--- src/rtl/booth_pkg.sv ---
// Shared types and sizing helpers for the radix-4 Booth multiplier family.
package booth_pkg;

    typedef enum logic [1:0] {
        IDLE,
        CALC,
        DONE
    } booth_state_t;

    typedef enum logic [2:0] {
        D_ZERO,
        D_PA,
        D_P2A,
        D_M2A,
        D_MA
    } booth_digit_t;

    // Extended operand width: even and at least WIDTH+1, so an unsigned operand
    // always carries a zero sign bit and the recoding consumes it in whole pairs.
    function automatic int xw_of(input int width);
        return 2 * ((width + 2) / 2);
    endfunction

    // Step counter width, never narrower than one bit.
    function automatic int cnt_w_of(input int nstep);
        return (nstep > 1) ? $clog2(nstep) : 1;
    endfunction

endpackage

--- src/rtl/booth_r4_recoder.sv ---
// Radix-4 Booth recoder: maps a 3-bit multiplier window to a signed digit.
module booth_r4_recoder
    import booth_pkg::*;
(
    input  logic [2:0]   window,
    output booth_digit_t digit
);

    // Pure table lookup; 000 and 111 both mean "no contribution".
    always_comb begin
        digit = D_ZERO;
        case (window)
            3'b001, 3'b010: digit = D_PA;
            3'b011:         digit = D_P2A;
            3'b100:         digit = D_M2A;
            3'b101, 3'b110: digit = D_MA;
            default:        digit = D_ZERO;
        endcase
    end

endmodule

--- src/rtl/booth_r4_seq_mult.sv ---
// Sequential radix-4 Booth multiplier retiring two multiplier bits per cycle,
// with a start/done handshake and signed or unsigned operand interpretation.
module booth_r4_seq_mult
    import booth_pkg::*;
#(
    parameter int WIDTH = 8
) (
    input  logic               clk,
    input  logic               rst,
    input  logic               start,
    input  logic               signed_mode,
    input  logic [WIDTH-1:0]   multiplicand,
    input  logic [WIDTH-1:0]   multiplier,
    output logic               ready,
    output logic               busy,
    output logic               done,
    output logic [2*WIDTH-1:0] product
);

    localparam int XW    = xw_of(WIDTH);
    localparam int NSTEP = XW / 2;
    localparam int CW    = cnt_w_of(NSTEP);
    localparam int AW    = XW + 2;
    localparam int PW    = AW + XW + 1;
    localparam int EXT_A = AW - WIDTH;
    localparam int EXT_B = XW - WIDTH;
    localparam logic [CW-1:0] LAST_CNT = CW'(NSTEP - 1);

    booth_state_t       state_q, state_d;
    logic [CW-1:0]      cnt_q, cnt_d;
    logic [AW-1:0]      a_q, a_d;
    logic [AW-1:0]      nega_q, nega_d;
    logic [PW-1:0]      p_q, p_d;
    logic [2*WIDTH-1:0] product_q, product_d;

    booth_digit_t       digit;
    logic               accept;
    logic               last_step;
    logic [AW-1:0]      a_ext;
    logic [XW-1:0]      b_ext;
    logic [AW-1:0]      addend;
    logic [AW-1:0]      sum;
    logic [PW-1:0]      shifted;

    booth_r4_recoder u_recoder (
        .window (p_q[2:0]),
        .digit  (digit)
    );

    assign accept    = start && ready;
    assign last_step = (cnt_q == LAST_CNT);
    assign product   = product_q;

    // State and datapath registers; a synchronous reset aborts any multiply in flight.
    always_ff @(posedge clk) begin
        if (rst) begin
            state_q   <= IDLE;
            cnt_q     <= '0;
            a_q       <= '0;
            nega_q    <= '0;
            p_q       <= '0;
            product_q <= '0;
        end else begin
            state_q   <= state_d;
            cnt_q     <= cnt_d;
            a_q       <= a_d;
            nega_q    <= nega_d;
            p_q       <= p_d;
            product_q <= product_d;
        end
    end

    // Next state: DONE can go straight back to CALC when a new start is waiting.
    always_comb begin
        state_d = state_q;
        case (state_q)
            IDLE:    if (start) state_d = CALC;
            CALC:    if (last_step) state_d = DONE;
            DONE:    state_d = start ? CALC : IDLE;
            default: state_d = IDLE;
        endcase
    end

    // Handshake outputs decoded from the state alone.
    always_comb begin
        ready = (state_q == IDLE) || (state_q == DONE);
        busy  = (state_q == CALC);
        done  = (state_q == DONE);
    end

    // One Booth step: add the recoded digit into the upper field, then shift right by two
    // keeping the sign; operands are captured on accept and the product only on the final step.
    always_comb begin
        a_d       = a_q;
        nega_d    = nega_q;
        p_d       = p_q;
        cnt_d     = cnt_q;
        product_d = product_q;

        a_ext = signed_mode ? {{EXT_A{multiplicand[WIDTH-1]}}, multiplicand}
                            : {{EXT_A{1'b0}}, multiplicand};
        b_ext = signed_mode ? {{EXT_B{multiplier[WIDTH-1]}}, multiplier}
                            : {{EXT_B{1'b0}}, multiplier};

        addend = '0;
        case (digit)
            D_PA:    addend = a_q;
            D_P2A:   addend = {a_q[AW-2:0], 1'b0};
            D_M2A:   addend = {nega_q[AW-2:0], 1'b0};
            D_MA:    addend = nega_q;
            default: addend = '0;
        endcase

        sum     = p_q[PW-1:XW+1] + addend;
        shifted = $signed({sum, p_q[XW:0]}) >>> 2;

        if (accept) begin
            a_d    = a_ext;
            nega_d = ~a_ext + AW'(1);
            p_d    = {{AW{1'b0}}, b_ext, 1'b0};
            cnt_d  = '0;
        end else if (state_q == CALC) begin
            p_d   = shifted;
            cnt_d = cnt_q + CW'(1);
            if (last_step) begin
                product_d = shifted[2*WIDTH:1];
            end
        end
    end

endmodule

--- config.mk ---
export PLATFORM = sky130hd
export DESIGN_NAME = booth_r4_seq_mult
export DESIGN_NICKNAME = d
export VERILOG_FILES = /design/src/rtl/booth_pkg.sv /design/src/rtl/booth_r4_recoder.sv /design/src/rtl/booth_r4_seq_mult.sv
export SDC_FILE = /design/constraint.sdc
export NUM_CORES = 1
export LEC_CHECK = 0
export CAP_MARGIN = 10
export CORE_ASPECT_RATIO = 1.75
export CORE_MARGIN = 2
export CORE_UTILIZATION = 45
export CTS_CLUSTER_DIAMETER = 200
export CTS_CLUSTER_SIZE = 16
export DETAILED_ROUTE_END_ITERATION = 8
export HOLD_SLACK_MARGIN = 0.02
export PLACE_DENSITY = 0.76
export SLEW_MARGIN = 20
export SYNTH_ARGS = -nofsm -noshare
export SYNTH_HDL_FRONTEND = slang
export SYNTH_HIERARCHICAL = 1
export SYNTH_SLANG_ARGS = --single-unit
export TNS_END_PERCENT = 20
--- constraint.sdc ---
create_clock -name clk -period 4.3 [get_ports clk]
set_input_delay 0.645 -clock clk [delete_from_list [all_inputs] [get_ports clk]]
set_output_delay 0.645 -clock clk [all_outputs]
set_load 0.05 [all_outputs]
Word-level counts from Yosys, hierarchy flattened:

Cells that the tools add are included.

* flip-flop bits (word level): 66
* word-level logic and storage cells: 46
* output and inout bits: 19
* bits of input ports: 20

* bitwise logic cells: 2
* mux-type cells: 10
* equal/unequal tests: 15
* add/subtract/negate cells: 3
* reductions and logical operators: 9

Operator list (count)
* 12-bit one-hot mux with 4 select lines: 1
* 11-bit 2-to-1 mux: 2
* 3-bit == test (second input constant): 5
* 12-bit by 1-bit adder with 12-bit output (second input constant): 1
* 12-bit adder: 1
* 3-bit by 2-bit == test with 1-bit output (second input constant): 4
* 12-bit 2-to-1 mux: 1
* 12-bit inverter: 1
* 3-bit one-hot mux with 4 select lines: 1
* 10-bit 2-to-1 mux: 1
* 3-bit by 1-bit == test with 1-bit output (second input constant): 2
* 2-bit one-hot mux with 3 select lines: 1
* 2-bit OR reduction: 3
* 2-bit 2-to-1 mux: 2
* 3-bit by 1-bit adder with 3-bit output (second input constant): 1
* 3-bit AND reduction: 1
* 2-bit by 1-bit == test with 1-bit output (second input constant): 1
* 2-bit == test (second input constant): 1
* 2-bit logical NOT: 1
* 2-bit by 1-bit inequality test with 1-bit output (second input constant): 1
* 2-bit inequality test (second input constant): 1
* 2-bit AND reduction: 1
* 2-bit nonzero test: 1
* 1-bit logical AND: 1
* 3 further kinds: 3

Depth between registers and ports, before layout:

Gate-level depths: netlist of run 1.

* word-level depth: 8
* gate-level depth with buffers: 14
* depth with buffers taken out: 13

By module:

Netlist of run 1, hierarchy kept.

By module, submodules not included
* booth_r4_seq_mult: cells an instance 401, area an instance 3225.6 um^2, times used 1, sequential area each 1241.2 um^2
* booth_r4_recoder: cells an instance 8, area an instance 52.6 um^2, times used 1, sequential area each 0.0 um^2

Worst setup path after synthesis of run 1:

OpenSTA, ideal clock, no wires.

* path kind: register -> register
* start point: register p_q[2]
* end point: register p_q[17]
* setup slack: 1238 ps
* clock period less this slack: 3062 ps
* library setup time: 122 ps
* required time: 4178 ps
* path buffers: 1
* arrival time: 2940 ps
* stages on the path, launching flop included: 15
* cell sequence: dfxtp_1 xor2_1 o21a_1 clkbuf_1 xnor2_1 nor3b_1 ha_1 inv_1 fa_1 nor2b_1 o211ai_2 a21boi_1 o211ai_1 mux2i_1 a311o_1

* cells in the longest elaborated chain, start to end: 6
* elaborated cells between the ends (all ways): 15
* classes of those cells: add/sub: 1; eq/ne: 10; mux: 2; reduce/logical: 2

Ends and longest elaborated chain
* start: declaration: RTL line booth_r4_seq_mult.sv:33 `logic [PW-1:0] p_q, p_d;`
* start signal: assignment: RTL line booth_r4_seq_mult.sv:68 `p_q <= p_d;`
* 3-bit == test, or another cell as far along: RTL line booth_r4_recoder.sv:12 `case (window)`
* 2-bit OR reduction: RTL line booth_r4_recoder.sv:12
* 3-bit one-hot mux with 4 select lines *: RTL line booth_r4_recoder.sv:12
* named net digit[0]: RTL line booth_r4_seq_mult.sv:36 `booth_digit_t digit;`
* 3-bit == test, or another cell as far along: RTL line booth_r4_seq_mult.sv:106 `case (digit)`
* 12-bit one-hot mux with 4 select lines *: RTL line booth_r4_seq_mult.sv:106
* 12-bit adder *: RTL line booth_r4_seq_mult.sv:114 `sum = p_q[PW-1:XW+1] + addend;`

Mark *: on every way through the listed nets, which the timed path passes. The rest lies on a longest branch.
A chain may end at the register's enable or synchronous reset.

Worst setup path in the final report of run 1:

* start point: register p_q[2]
* end point: register p_q[19]

The elaborated chain is that of the path after synthesis.

==> results of run 1 <==
-- final cells by class --
type | count | area, sq um
Clock inverter | 3 | 42.5
Multi-Input combinational cell | 314 | 1870
Tap cell | 86 | 108
Fill cell | 630 | 3140
Clock buffer | 12 | 267
Timing Repair Buffer | 43 | 418
Inverter | 10 | 37.5
Sequential cell | 62 | 1240
-- cells by family after synthesis --
| group | synth area share [%] |
|---|---|
| buf+inv | 5.08 |
| fa+ha+maj | 5.95 |
| xor+xnor | 4.01 |
| flops | 37.9 |
| simple gates | 21.9 |
| compound gates | 22.1 |
| mux | 3.05 |
-- power groups by stage --
stage	combinational [mW]	sequential [mW]	clock [mW]
after floorplan	0.119	0.621	0
after global placement	0.164	0.627	0
after detailed placement	0.167	0.629	0
after CTS	0.168	0.617	0.747
after global routing	0.187	0.619	0.772
final	0.169	0.617	0.738
-- cell usage after synthesis (2+ instances only) --
cell type | n | area share [%]
o31ai_1 | 3 | 0.69
nor2b_1 | 6 | 1.1
o21ai_0 | 6 | 0.92
nand4_1 | 2 | 0.38
nand2_1 | 90 | 10
a211oi_1 | 2 | 0.46
o31a_1 | 2 | 0.53
xor2_1 | 7 | 1.9
nor3b_1 | 3 | 0.69
nand3b_1 | 4 | 0.92
buf_2 | 4 | 0.61
a2111oi_0 | 2 | 0.53
or2_1 | 2 | 0.38
nor2_1 | 22 | 2.5
nand3_1 | 8 | 1.2
o21a_1 | 4 | 0.92
a22oi_1 | 16 | 3.7
nor3_1 | 4 | 0.61
and3_1 | 2 | 0.38
a311o_1 | 3 | 0.92
buf_1 | 5 | 0.57
o211ai_1 | 2 | 0.46
o22ai_1 | 8 | 1.5
inv_1 | 9 | 1.0
a31oi_1 | 2 | 0.38
ha_1 | 14 | 5.3
clkbuf_8 | 3 | 1.3
dfxtp_1 | 62 | 38
clkbuf_1 | 10 | 1.1
nand2b_1 | 3 | 0.57
mux2i_1 | 10 | 3.1
a21oi_1 | 54 | 8.2
a21o_1 | 5 | 1.1
or3_1 | 2 | 0.38
and2_1 | 3 | 0.57
xnor2_1 | 8 | 2.1
-- worst reg2reg max path, cell delays in order (launching register included) --
cell and delay [ns]:
dfxtp_1 0.42, xor2_1 0.22, o21a_1 0.50, xnor2_1 0.15, nor3b_1 0.26, ha_1 0.21
inv_1 0.06, fa_1 0.40, nor2b_1 0.20, o211ai_2 0.09, a21boi_1 0.27, o21ai_0 0.18
mux2i_1 0.15, a311o_1 0.32
-- registers in the layout (all words and copies together) (netlist names) --
name and flops:
a_q 9, product 16, p_q 21, state_q 2, cnt_q 3, nega_q 11
-- worst min path at each step --
stage	endpoint	slack (ns)
finish	nega_q[11]	0.45
global route	product[12]	0.47
CTS	nega_q[11]	0.46
detailed placement	nega_q[11]	0.45
global placement	product[0]	0.45
floorplan	nega_q[11]	0.43
-- metrics by stage --
step           total power, mW  hold slack [ns]  area, sq um  utilization, %  instances
6_report                  1.52            0.454         3990            55.9        530
4_1_cts                   1.53            0.457         3990            55.9        530
3_3_place_gp             0.791            0.446         3680            51.6        515
3_5_place_dp             0.795            0.445         3680            51.6        515
2_1_floorplan            0.740            0.426         3280               -        409
5_1_grt                   1.58            0.469         3990            55.9        530
-- layer usage --
| layer | global-route usage [%] | vias up | share of wire, % | routed length, microns |
|---|---|---|---|---|
| met3 | 4.40 | 20 | 2.3 | 191 |
| met2 | 39.9 | 54 | 56 | 4580 |
| met1 | 23.8 | 1442 | 39 | 3230 |
| li1 | - | 1506 | - | - |
| met5 | 0 | - | 0 | 0 |
| met4 | 11.1 | 0 | 2.8 | 227 |
==> qor.yml, run 1 <==
status: "completed"
cts_tree: "yes"
cts.repair.resized: 0
required_ns: 4.52
grt_max_degree: 45
wl_per_cell_microns: 15.5
worstSetupEndpointType: "flip-flop"
dieArea_sq_um: 8010
yosys_warnings: 6
final_cell_mix: "nand2_1 (90), dfxtp_1 (62), a21oi_1 (54), clkdlybuf4s50_1 (38), nor2_1 (22)"
pin_count: 39
core-area_sq_um: 7130
clock_latency_ns: 0.34
arrival_ns: 3.75
setup_slack_ns: 0.768
wl_mm: 8.23
htree_num_levels: 3
die-width_microns: 68.5
holdPathStages: 1
setup_viol: 0
path_class: "reg -> reg"
gr-total-overflow: 0
async_flop_share_pct: 0
clkPwrFrac_pct: 48.4
num_vias: 3022
crit_path_max_incr_delay_ns: 0.50
root_buffer: "clkbuf_16"
cp_slowest_cell: "o21a_1"
drt-pass1-iter-count: 4
switchingPower_uw: 372
drc_errors: 0
crit_family: "compound AO/OA/AOI/OAI gates"
grt_pass1_wl_mm: 13.3
antenna_left: 0
slew_headroom_pct: 35.8
finalSetupTns_ns: 0
viasPerCell: 5.70
fin_crit_sh_pct: 82.1
track_usage_pct: 22.2
synthesis.nets: 444
die_h_microns: 117
intPower_mw: 1.15
clk_path_buf_depth: 2
gp_congestion: 0.875
finalClockSkew_ns: 0.00647
combPwrFrac_pct: 11.1
fp-row-count: 41
avgSynthCellArea_sq_um: 8.02
p_per_area_nw_per_um2: 382
grt_pass1_vias: 2885
hold_buffers: 0
drive_gt1_share_pct: 5.86
postCtsSetupBuffers: 0
dr.first_iter.drc_count: 157
cts_made_buffers: 9
synth-edff-count: 0
reg2reg_from: "p_q[2]"
hold_path.class: "reg -> reg"
hold_violations: 0
path_clk_slew_ns: 0.05
p_seq_share_pct: 40.5
finalCriticalPeriod_ns: 3.53
nets: 475
reg2reg_to: "p_q[19]"
diodes: 0
synth_seq_area_share_pct: 37.9
startpoint: "p_q[2]"
r2r_cells: 13
synth-main-ff-cell: "dfxtp_1"
hpwl_mm: 5.94
synth_seq_cells: 62
ir_drop_mv: 0.426
synth_cells: 409
cp-endpoint: "p_q[19]"
start_util_pct: 46.0
cp_num_buf_inv: 1
rsz0062_at_grt: "false"
syn_area_sq_um: 3280
worst_pin_slew_ns: 0.959
antenna_found_initial: 0
layout_commonest_cell: "nand2_1"
cap_violations: 0
syn_to_final_growth_pct: 21.6
clkSinkCount: 62
io_buffers: 38
crit_cells: 13
cp-start-kind: "flip-flop"
leakagePower_nw: 1.48
drv_slew: 0
r2r_slack_ns: 0.77
pre_cts_ws_ns: 0.900
switching_share_pct: 24.4
ys_types: 53
cp_max_fo: 16
fmax_ghz: 0.283
crit_chain: "xor2_1 > o21a_1 > xnor2_1 > nor3b_1 > ha_1 > inv_1 > fa_1 > nor2b_1 > o211ai_2 > a21boi_1 > o21ai_0 > mux2i_1 > a311o_1"
hp-start: "nega_q[11]"
Note: power is estimated with default switching activity, not from simulation.
==> inputs of run 2 (changes only) <==
--- a/config.mk
+++ b/config.mk
@@ -13,7 +13,7 @@
 export CTS_CLUSTER_SIZE = 16
 export DETAILED_ROUTE_END_ITERATION = 8
 export HOLD_SLACK_MARGIN = 0.02
-export PLACE_DENSITY = 0.76
+export PLACE_DENSITY = 0.78
 export SLEW_MARGIN = 20
 export SYNTH_ARGS = -nofsm -noshare
 export SYNTH_HDL_FRONTEND = slang
==> constraint.sdc (replaced) <==
create_clock -name clk -period 3.1 [get_ports clk]
set_input_delay 0.465 -clock clk [delete_from_list [all_inputs] [get_ports clk]]
set_output_delay 0.465 -clock clk [all_outputs]
set_load 0.05 [all_outputs]
==> run 2 against run 1 <==
Sequential share of layout area decreased by 1.2 points. Clock skew hardly changed. Wire length fell by 0.75%. Combinational power grew 50%. Worst hold slack is essentially flat. Final cell count rose by 2.5%. Highest routed layer unchanged. Utilization is 2.4 points higher. Largest power group unchanged.
==> qor.yml, run 2 (same netlist as run 1, synthesis figures left out) <==
start_util_pct: 46.0
fmax_ghz: 0.332
dpl_cell_area_sq_um: 3780
num_vias: 3081
nets: 487
crit_family: "compound AO/OA/AOI/OAI gates"
drive_gt1_share_pct: 12.3
worst_pin_slew_ns: 0.860
r2r_cells: 14
status: "completed"
drt-pass1-iter-count: 4
viasPerCell: 5.67
grt_pass1_wl_mm: 13.5
crit_cells: 14
reg2reg_from: "p_q[0]"
hpwl_mm: 5.94
arrival_ns: 3.23
antenna_left: 0
wl_mm: 8.17
wl_per_cell_microns: 15.0
die_h_microns: 117
setup_viol: 0
pre_cts_ws_ns: -0.00836
layout_commonest_cell: "nand2_1"
grt_pass1_vias: 2891
gp_congestion: 0.921
grt_max_degree: 42
startpoint: "p_q[0]"
gr-total-overflow: 0
path_clk_slew_ns: 0.06
cts_made_buffers: 9
htree_num_levels: 3
antenna_found_initial: 0
cap_violations: 0
fin_crit_sh_pct: 97.1
finalCriticalPeriod_ns: 3.01
root_buffer: "clkbuf_16"
track_usage_pct: 22.3
diodes: 0
hold_violations: 0
dr.first_iter.drc_count: 175
n_fill_cell: 637
largest_register_ffs: 21
r2r_slack_ns: 0.09
leakagePower_nw: 1.56
reg2reg_to: "p_q[20]"
cp_slowest_cell: "dfxtp_1"
dieArea_sq_um: 8010
clk_path_buf_depth: 2
hold_buffers: 0
io_buffers: 38
required_ns: 3.32
drc_errors: 0
hold_path.class: "reg -> reg"
cts_tree: "yes"
die-width_microns: 68.5
setup_slack_ns: 0.0910
fp-row-count: 41
clkSinkCount: 62
clock_latency_ns: 0.33
cp-endpoint: "p_q[20]"
drv_slew: 0
core-area_sq_um: 7130
syn_to_final_growth_pct: 26.9
crit_chain: "nand2b_1 > o22ai_2 > buf_4 > buf_12 > xor2_1 > and2_1 > a31oi_1 > o21ai_0 > ha_1 > nor2_1 > a311o_1 > and4_1 > o21ai_1 > o31ai_1"
regMostFlops: "p_q"
worstSetupEndpointType: "flip-flop"
crit_path_max_incr_delay_ns: 0.35
fin_area_sq_um: 4160
pin_count: 39
cp_num_buf_inv: 2
slew_headroom_pct: 42.5
cp_max_fo: 13
cp-start-kind: "flip-flop"
path_class: "reg -> reg"
ir_drop_mv: 0.414
finalClockSkew_ns: 0.00682
p_per_area_nw_per_um2: 527
final_cell_mix: "nand2_1 (90), dfxtp_1 (60), a21oi_1 (52), clkdlybuf4s50_1 (38), nor2_1 (21)"
run 2: cell count changes in the layout (fill, tap and decap cells not counted), moves of 2 or more:
cell,delta
dfxtp_2,+2
a21oi_1,-2
clkbuf_8,-3
nor3b_2,+2
nor2b_1,-3
buf_4,+11
dfxtp_1,-2
nor3b_1,-2
nor2b_2,+3
a21oi_2,+2
run 2: layout make-up:
type                       count  area (sq um)  share of cell area [%]
sequential                    62          1240                    29.9
clock inverter                 7          97.6                    2.35
tap                           86           108                    2.59
inverter                      10          37.5                   0.902
clock buffer                   9           225                    5.41
multi-input combinational    314          1930                    46.3
timing repair buffer          55           520                    12.5
run 2: worst min-delay path by stage:
stage / start / cells past startpoint / end / slack, ns
4_1_cts: product[0] / 2 / product[0] / 0.46
3_5_place_dp: product[0] / 2 / product[0] / 0.45
5_1_grt: product[4] / 2 / product[4] / 0.48
6_report: product[0] / 2 / product[0] / 0.45
2_1_floorplan: nega_q[11] / 1 / nega_q[11] / 0.43
3_3_place_gp: product[0] / 2 / product[0] / 0.45
run 2: repair_timing:
item,4_1_cts,5_1_grt
setup buffers,0,0
pin swaps,0,1
setup endpoints to repair,2,10
cloned,0,0
gates resized for setup,1,17
hold endpoints to repair,0,0
run 2: report_power, final:
group	switching, mW	internal (mW)
Sequential	0.0275	0.828
Combinational	0.148	0.105
Clock	0.376	0.705
run 2: routing by layer:
| metal | global-route usage, % | vias up | part of all wire (%) |
|---|---|---|---|
| met4 | 8.13 | 0 | 2.4 |
| met3 | 4.30 | 17 | 3.6 |
| li1 | - | 1529 | - |
| met5 | 0 | - | 0 |
| met2 | 40.4 | 66 | 55 |
| met1 | 25.0 | 1469 | 39 |
run 2: metrics by stage:
| stage | TNS (ns) | hold slack [ns] | util, % | cells | power [mW] |
|---|---|---|---|---|---|
| 4_1_cts | 0 | 0.457 | 57.6 | 543 | 2.20 |
| 5_1_grt | -0.00258 | 0.483 | 58.3 | 543 | 2.27 |
| 6_report | 0 | 0.454 | 58.3 | 543 | 2.19 |
| 3_3_place_gp | 0 | 0.446 | 53.0 | 527 | 1.11 |
| 3_5_place_dp | -0.00836 | 0.449 | 53.0 | 527 | 1.12 |
| 2_1_floorplan | 0 | 0.426 | - | 409 | 1.03 |
run 2: worst reg2reg max path, cell delays in order (launching register included):
cell	delay [ns]
dfxtp_1	0.35
nand2b_1	0.18
o22ai_2	0.23
buf_4	0.18
buf_12	0.14
xor2_1	0.19
and2_1	0.18
a31oi_1	0.05
o21ai_0	0.31
ha_1	0.29
nor2_1	0.06
a311o_1	0.34
and4_1	0.21
o21ai_1	0.11
o31ai_1	0.08
==> inputs of run 3 (changes only) <==
--- a/config.mk
+++ b/config.mk
@@ -5,6 +5,7 @@
 export SDC_FILE = /design/constraint.sdc
 export NUM_CORES = 1
 export LEC_CHECK = 0
+export ABC_CLOCK_PERIOD_IN_PS = 3100
 export CAP_MARGIN = 10
 export CORE_ASPECT_RATIO = 1.75
 export CORE_MARGIN = 2
==> results of run 3 <==
The final DEF is identical to that of run 2; final timing and power are the same.
